`src/rtl/k_and_s_pkg.sv`:
```
// rtl/k_and_s_pkg.sv - shared types and ALU op encodings for the K&S 16-bit processor
package k_and_s_pkg;

  typedef enum logic [3:0] {
    I_NOP    = 4'd0,
    I_LOAD   = 4'd1,
    I_STORE  = 4'd2,
    I_MOVE   = 4'd3,
    I_ADD    = 4'd4,
    I_SUB    = 4'd5,
    I_AND    = 4'd6,
    I_OR     = 4'd7,
    I_BRANCH = 4'd8,
    I_BZERO  = 4'd9,
    I_BNZERO = 4'd10,
    I_BNEG   = 4'd11,
    I_BNNEG  = 4'd12,
    I_HALT   = 4'd13
  } decoded_instruction_type;

  typedef enum logic [3:0] {
    S_FETCH,
    S_DECODE,
    S_LOAD_ADDR,
    S_LOAD_WB,
    S_STORE,
    S_MOVE,
    S_ALU_ADD,
    S_ALU_SUB,
    S_ALU_AND,
    S_ALU_OR,
    S_BRANCH,
    S_HALT
  } ctrl_state_t;

  localparam logic [1:0] OP_ADD = 2'b00;
  localparam logic [1:0] OP_SUB = 2'b01;
  localparam logic [1:0] OP_AND = 2'b10;
  localparam logic [1:0] OP_OR  = 2'b11;

endpackage

```
`src/rtl/control_unit_if.sv`:
```
// rtl/control_unit_if.sv - decode/flags in, control strobes out, between control unit and data path
interface control_unit_if;
  import k_and_s_pkg::*;

  decoded_instruction_type decoded_instruction;
  logic       zero_op;
  logic       neg_op;
  logic       unsigned_overflow;
  logic       signed_overflow;
  logic       branch;
  logic       pc_enable;
  logic       ir_enable;
  logic       addr_sel;
  logic       c_sel;
  logic [1:0] operation;
  logic       write_reg_enable;
  logic       flags_reg_enable;
  logic       ram_write_enable;
  logic       halt;

  modport master (
    input  decoded_instruction, zero_op, neg_op, unsigned_overflow, signed_overflow,
    output branch, pc_enable, ir_enable, addr_sel, c_sel, operation,
           write_reg_enable, flags_reg_enable, ram_write_enable, halt
  );

  modport slave (
    output decoded_instruction, zero_op, neg_op, unsigned_overflow, signed_overflow,
    input  branch, pc_enable, ir_enable, addr_sel, c_sel, operation,
           write_reg_enable, flags_reg_enable, ram_write_enable, halt
  );

endinterface

```
`src/rtl/control_unit.sv`:
```
// rtl/control_unit.sv - Moore sequencer driving the K&S data path strobes and RAM write enable
module control_unit
  import k_and_s_pkg::*;
(
  input  logic           clk,
  input  logic           rst_n,
  control_unit_if.master bus
);

  ctrl_state_t state_q, state_d;

  logic       branch_d;
  logic       pc_enable_d;
  logic       ir_enable_d;
  logic       addr_sel_d;
  logic       c_sel_d;
  logic [1:0] operation_d;
  logic       write_reg_enable_d;
  logic       flags_reg_enable_d;
  logic       ram_write_enable_d;
  logic       halt_d;

  // Carry/overflow flags are reserved for future branch types.
  logic unused_flags;
  assign unused_flags = bus.unsigned_overflow ^ bus.signed_overflow;

  always_ff @(posedge clk) begin
    if (!rst_n) begin
      state_q <= S_FETCH;
    end else begin
      state_q <= state_d;
    end
  end

  always_comb begin
    state_d            = state_q;
    branch_d           = 1'b0;
    pc_enable_d        = 1'b0;
    ir_enable_d        = 1'b0;
    addr_sel_d         = 1'b1;
    c_sel_d            = 1'b0;
    operation_d        = OP_ADD;
    write_reg_enable_d = 1'b0;
    flags_reg_enable_d = 1'b0;
    ram_write_enable_d = 1'b0;
    halt_d             = 1'b0;

    case (state_q)
      S_FETCH: begin
        ir_enable_d = 1'b1;
        state_d     = S_DECODE;
      end
      S_DECODE: begin
        pc_enable_d = 1'b1;
        case (bus.decoded_instruction)
          I_LOAD:   state_d = S_LOAD_ADDR;
          I_STORE:  state_d = S_STORE;
          I_MOVE:   state_d = S_MOVE;
          I_ADD:    state_d = S_ALU_ADD;
          I_SUB:    state_d = S_ALU_SUB;
          I_AND:    state_d = S_ALU_AND;
          I_OR:     state_d = S_ALU_OR;
          I_BRANCH: state_d = S_BRANCH;
          I_BZERO:  state_d = bus.zero_op  ? S_BRANCH : S_FETCH;
          I_BNZERO: state_d = !bus.zero_op ? S_BRANCH : S_FETCH;
          I_BNEG:   state_d = bus.neg_op   ? S_BRANCH : S_FETCH;
          I_BNNEG:  state_d = !bus.neg_op  ? S_BRANCH : S_FETCH;
          I_HALT:   state_d = S_HALT;
          default:  state_d = S_FETCH;
        endcase
      end
      // Address phase covers the RAM's synchronous read latency.
      S_LOAD_ADDR: begin
        addr_sel_d = 1'b0;
        state_d    = S_LOAD_WB;
      end
      S_LOAD_WB: begin
        addr_sel_d         = 1'b0;
        c_sel_d            = 1'b1;
        write_reg_enable_d = 1'b1;
        state_d            = S_FETCH;
      end
      S_STORE: begin
        addr_sel_d         = 1'b0;
        ram_write_enable_d = 1'b1;
        state_d            = S_FETCH;
      end
      S_MOVE: begin
        operation_d        = OP_OR;
        write_reg_enable_d = 1'b1;
        state_d            = S_FETCH;
      end
      S_ALU_ADD, S_ALU_SUB, S_ALU_AND, S_ALU_OR: begin
        case (state_q)
          S_ALU_SUB: operation_d = OP_SUB;
          S_ALU_AND: operation_d = OP_AND;
          S_ALU_OR:  operation_d = OP_OR;
          default:   operation_d = OP_ADD;
        endcase
        write_reg_enable_d = 1'b1;
        flags_reg_enable_d = 1'b1;
        state_d            = S_FETCH;
      end
      S_BRANCH: begin
        branch_d    = 1'b1;
        pc_enable_d = 1'b1;
        state_d     = S_FETCH;
      end
      S_HALT: begin
        halt_d  = 1'b1;
        state_d = S_HALT;
      end
      default: state_d = S_FETCH;
    endcase

    // Reset suppresses every strobe, even in the cycle the state is being forced.
    if (!rst_n) begin
      branch_d           = 1'b0;
      pc_enable_d        = 1'b0;
      ir_enable_d        = 1'b0;
      addr_sel_d         = 1'b1;
      c_sel_d            = 1'b0;
      operation_d        = OP_ADD;
      write_reg_enable_d = 1'b0;
      flags_reg_enable_d = 1'b0;
      ram_write_enable_d = 1'b0;
      halt_d             = 1'b0;
    end
  end

  assign bus.branch           = branch_d;
  assign bus.pc_enable        = pc_enable_d;
  assign bus.ir_enable        = ir_enable_d;
  assign bus.addr_sel         = addr_sel_d;
  assign bus.c_sel            = c_sel_d;
  assign bus.operation        = operation_d;
  assign bus.write_reg_enable = write_reg_enable_d;
  assign bus.flags_reg_enable = flags_reg_enable_d;
  assign bus.ram_write_enable = ram_write_enable_d;
  assign bus.halt             = halt_d;

endmodule

```
`src/flat_wrapper.sv`:
```
// flat-port wrapper written by rule: the top's interface ports become plain ports
module control_unit_flat import k_and_s_pkg::*;
  (clk, rst_n, bus_decoded_instruction, bus_zero_op, bus_neg_op, bus_unsigned_overflow, bus_signed_overflow, bus_branch, bus_pc_enable, bus_ir_enable, bus_addr_sel, bus_c_sel, bus_operation, bus_write_reg_enable, bus_flags_reg_enable, bus_ram_write_enable, bus_halt);
  control_unit_if bus_i ();
  input  logic clk;
  input  logic rst_n;
  input wire logic [$bits(bus_i.decoded_instruction)-1:0] bus_decoded_instruction;
  input wire logic [$bits(bus_i.zero_op)-1:0] bus_zero_op;
  input wire logic [$bits(bus_i.neg_op)-1:0] bus_neg_op;
  input wire logic [$bits(bus_i.unsigned_overflow)-1:0] bus_unsigned_overflow;
  input wire logic [$bits(bus_i.signed_overflow)-1:0] bus_signed_overflow;
  output wire logic [$bits(bus_i.branch)-1:0] bus_branch;
  output wire logic [$bits(bus_i.pc_enable)-1:0] bus_pc_enable;
  output wire logic [$bits(bus_i.ir_enable)-1:0] bus_ir_enable;
  output wire logic [$bits(bus_i.addr_sel)-1:0] bus_addr_sel;
  output wire logic [$bits(bus_i.c_sel)-1:0] bus_c_sel;
  output wire logic [$bits(bus_i.operation)-1:0] bus_operation;
  output wire logic [$bits(bus_i.write_reg_enable)-1:0] bus_write_reg_enable;
  output wire logic [$bits(bus_i.flags_reg_enable)-1:0] bus_flags_reg_enable;
  output wire logic [$bits(bus_i.ram_write_enable)-1:0] bus_ram_write_enable;
  output wire logic [$bits(bus_i.halt)-1:0] bus_halt;
  assign bus_i.decoded_instruction = bus_decoded_instruction;
  assign bus_i.zero_op = bus_zero_op;
  assign bus_i.neg_op = bus_neg_op;
  assign bus_i.unsigned_overflow = bus_unsigned_overflow;
  assign bus_i.signed_overflow = bus_signed_overflow;
  assign bus_branch = bus_i.branch;
  assign bus_pc_enable = bus_i.pc_enable;
  assign bus_ir_enable = bus_i.ir_enable;
  assign bus_addr_sel = bus_i.addr_sel;
  assign bus_c_sel = bus_i.c_sel;
  assign bus_operation = bus_i.operation;
  assign bus_write_reg_enable = bus_i.write_reg_enable;
  assign bus_flags_reg_enable = bus_i.flags_reg_enable;
  assign bus_ram_write_enable = bus_i.ram_write_enable;
  assign bus_halt = bus_i.halt;
  control_unit u_core (.clk(clk), .rst_n(rst_n), .bus(bus_i));
endmodule
```
`config.mk`:
```
export PLATFORM = sky130hd
export DESIGN_NAME = control_unit_flat
export DESIGN_NICKNAME = d
export VERILOG_FILES = /design/src/rtl/k_and_s_pkg.sv /design/src/rtl/control_unit_if.sv /design/src/rtl/control_unit.sv /design/src/flat_wrapper.sv
export SDC_FILE = /design/constraint.sdc
export NUM_CORES = 1
export LEC_CHECK = 0
export ABC_AREA = 0
export CAP_MARGIN = 5
export CORE_AREA = 2 2 39 41
export CTS_BUF_LIST = sky130_fd_sc_hd__clkbuf_4
export CTS_CLUSTER_SIZE = 40
export DETAILED_ROUTE_END_ITERATION = 8
export DIE_AREA = 0 0 41 43
export GPL_TIMING_DRIVEN = 0
export PLACE_DENSITY = 0.7
export SLEW_MARGIN = 20
export SYNTH_ARGS = -nofsm -noshare
export SYNTH_HDL_FRONTEND = slang
export SYNTH_SLANG_ARGS = --single-unit
```
`constraint.sdc`:
```
create_clock -name clk -period 3.7 [get_ports clk]
set_clock_uncertainty 0.1 [all_clocks]
set_input_delay 0.74 -clock clk [delete_from_list [all_inputs] [get_ports clk]]
set_output_delay 0.74 -clock clk [all_outputs]
set_load 0.02 [all_outputs]
```
-- Yosys cells after proc, flatten, opt, wreduce, memory -nomap -nowiden
Cells that the tools add are included.
- equality and inequality tests: 24
- mux-type cells: 27
- reduce and logical (&&, ||, !) cells: 5
- operator list (kind ; count):
    $pmux 4 s13 ; 1
    $eq 4x4->1 const B ; 10
    $eq 4x3->1 const B ; 8
    $mux 1 ; 18
    $eq 4x2->1 const B ; 4
    $mux 4 ; 4
    $pmux 4 s4 ; 1
    $eq 4x1->1 const B ; 2
    $pmux 2 s3 ; 1
    $reduce_or 6->1 ; 1
    $logic_not 4->1 ; 1
    $pmux 2 s2 ; 1
    $reduce_or 4->1 ; 1
    $reduce_or 3->1 ; 1
    $mux 2 ; 1
    $reduce_or 2->1 ; 1
- flip-flop bits (word level): 4
- input bits: 10
- output and inout port bits: 11
- word-level logic and storage cells: 57

-- Longest topological paths before layout
- depth in word-level cells: 4
- mapped depth: 5
- gate-level depth less buffers: 4

-- Worst setup path before layout
Ideal clock, no wire load.
- path type: in2out
- from: input rst_n
- to: output bus_ir_enable
- arrival time: 1423 ps
- data required time: 2860 ps
- setup slack: 1437 ps
- stages: 2
- buffers on the path: 0
- cells stage by stage: nand2b_4 nor4_1
- cells in the longest elaborated chain, start to end: 1
- ends and longest elaborated chain (item ; line ; text):
    start, declared ; flat_wrapper.sv:6 ; input logic rst_n;
    $mux 1 ; control_unit.sv:117 ; if (!rst_n) begin
    end, declared ; flat_wrapper.sv:14 ; output wire logic [$bits(bus_i.ir_enable)-1:0] bus_ir_enable;
Every way passes these cells.

-- Final worst setup path
- from: input rst_n
- to: output bus_pc_enable
- cells in the longest elaborated chain, start to end: 1
- ends and longest elaborated chain (item ; line ; text):
    $mux 1 ; control_unit.sv:117 ;
    end, declared ; flat_wrapper.sv:13 ; output wire logic [$bits(bus_i.pc_enable)-1:0] bus_pc_enable;
Every way passes these cells.

==> run metrics <==
largest family of logic cells by synthesized area simple AND/OR/NAND/NOR gates; Initial DRC Count 8; met3 routed WL 45 um; CTS Buffer Depth 2; top cell type's share of synthesized area 16.80%; crit end category output pin; TritonCTS clock tree done; Area after DPL 656.9 sq um; start point of the critical path rst_n; CP Max Fanout 7; worst-margin pin slew 0.3021 ns; initial antenna violation count 0; worst vdd ir 126.7 uV; Reg-to-Reg Start u_core.state_q[3]; design area 679.4 sq um; Internal Power 0.1140 mW; Regs by FF count u_core.state_q x4; cts bufs inserted 3; DR WL met2 522 um; Multi-input gate area 351.6 sq um; CP max stage delay 0.62 ns; min Tclk post-route 3.374 ns; Main synth FF type dfxtp_1; sequential cell area 80.08 sq um; Avg WL per Cell 10.78 um; vias per cell 5.050; I/O pin count 21; Max Slew Vio Count 0; RSZ-0062 raised after global routing false; Power Total 0.1670 mW; HP Class reg -> reg; core area 0.001384 sq mm; Initial Util 34.45%; final worst-path cycle share 91.18%; Post-Synth Simple-Gate Area 38.58%; cell row count 14; Setup-failing EPs final 0; synthesis-to-layout area growth 42.52%; Post-Synthesis Cells 66; clock share of power 31.1%; Sw Share 31.74%; Post-CTS Resized 0; synth unique cells 30; die area 0.001763 sq mm; GRT Util Overall 14.97%; Final GP Congestion 0.7203; CTS sink cnt 4; Routed Antenna Nets 0; Final Hold Fails 0; post-synthesis sequential area ratio 16.80%; Post-Synth Adder-Cell Area 0%; Synth Area in XOR/XNOR 1.837%; Ys Warns 0; most frequent CP cell clkdlybuf4s50_1; crit-path cells clkdlybuf4s50_1, nand2b_4, or3_4, o21ai_0, clkdlybuf4s50_1; final wirelength 1.089 mm; #FFs+latches synth 4; top area cells in the synthesized netlist dfxtp_1, nand2b_4, a21oi_1, nand3_1, o21ai_0; hold path start u_core.state_q[1]; P_sw 0.05301 mW; worst path bufs/invs 2; CP max stage cell clkdlybuf4s50_1; Die X 41 um; Async SR Flop Fraction 0%; total number of vias 510; highest routed layer met3; TritonRoute pass-1 iters 4; Antenna Cells 0; CP arrival 2.53 ns; die outline height 43 um; post-synthesis mux area share 2.100%; combinational share of power 39.9%; largest net degree at the start of global routing 11; Max-Cap Viols 0; Mapped Area 476.7 sq um; H-tree levels 1; Critical Path RT 2.86 ns; vias in the first global route 463; Fmax 296.4 MHz; Post-synth EDFFs 0; Clock transition at path regs 0.04 ns; number of remaining DRC errors 0; Mapped Nets 76; Compound-Gate Fraction of Synth Area 31.23%; Leakage 0.2549 nW; hold_buf cts 0; latest clock arrival within the worst-skew pair 0.23 ns; Post-CTS Setup Repair Bufs 0; status finished, final reports clean; Filler cells 145; first-pass GRT wire length 1.890 mm; # port buffers 16; nets 97; hpwl dp 884.4 um; Root Buffer clkbuf_4; global route total overflow 0; Sequential Power Share 29.0%; met1 WL 520 um; largest register by flop count u_core.state_q; pwr dens 245.8 mW/mm^2; slew margin rel. 79.58%; crit path kind in -> out; share of cells above drive strength 1 12.94%; Crit path max-delay family buffers and inverters; Avg Inst Size Synth 7.223 sq um; Largest register FFs 4; Synth area leader dfxtp_1; Final TNS setup 0 ns; Worst setup SP type primary input
layer usage:
metal / GRT usage [%] / vias up
met5: 0 / -
met4: 4.000 / 0
met3: 3.141 / 0
met2: 23.13 / 17
met1: 20.32 / 216
li1: - / 277
power by group through the flow:
stage          clock [mW]  combinational (mW)  sequential, mW
4_1_cts            0.0535              0.0671          0.0485
3_3_place_gp            0              0.0660          0.0491
6_report           0.0519              0.0666          0.0485
5_1_grt            0.0581              0.0738          0.0489
3_5_place_dp            0              0.0668          0.0493
2_1_floorplan           0              0.0434          0.0486
worst paths after layout:
path	endpoint	slack [ns]	cells past startpoint
hold reg to reg	u_core.state_q[0]	0.43	2
setup reg to reg	u_core.state_q[1]	2.27	5
setup / recovery	bus_pc_enable	0.33	5
hold / removal	u_core.state_q[0]	0.43	2
cell families after synthesis:
kind of cell,Yosys count
AO/OA/AOI/OAI,21
XOR/XNOR,1
buffers and inverters,9
flip-flops,4
multiplexers,1
AND/OR/NAND/NOR,30
synth_stat cells (3+ instances only):
library cell  n
nor3_1        3
dfxtp_1       4
a21oi_1       5
nor2_1        5
nand2_1       4
nand3_1       4
inv_1         5
o21ai_0       4
buf_2         3
nor2b_1       3
cells in the final DEF (no fill, tap or decap), types with 2 or more instances in the layout:
cell type and instances:
clkdlybuf4s50_1 16, a21boi_0 2, nor4b_1 2, a21oi_1 5, nor3_1 3, nor2b_1 3
nand3_1 4, o21ai_0 4, a21o_1 2, clkbuf_4 3, dfxtp_1 4, inv_1 5
nand2_1 4, nor2_1 5, a22oi_1 2, nand2b_4 2, buf_2 3, nand2b_1 2
per-stage QoR:
step	hold WS (ns)	utilization, %	instances	setup WS (ns)
global placement	0.4247	47.47	98	0.3191
detailed placement	0.4274	47.47	98	0.3185
floorplan	0.3925	-	66	1.437
global route	0.4530	49.10	101	0.2433
finish	0.4261	49.10	101	0.3264
CTS	0.4328	49.10	101	0.3158
worst min-delay path, cell delays in order (launching register included):
cell and delay, ns:
dfxtp_1 0.34, nand3_1 0.08, a21oi_1 0.06
area by class of cell:
cell class | count | area share (%)
tap | 16 | 2.947
sequential | 4 | 11.79
inverter | 5 | 2.762
clock buffer | 3 | 3.315
multi-input combinational | 53 | 51.75
timing repair buffer | 16 | 23.57
buffer | 4 | 3.867
Note: power is estimated with default switching activity, not from simulation.
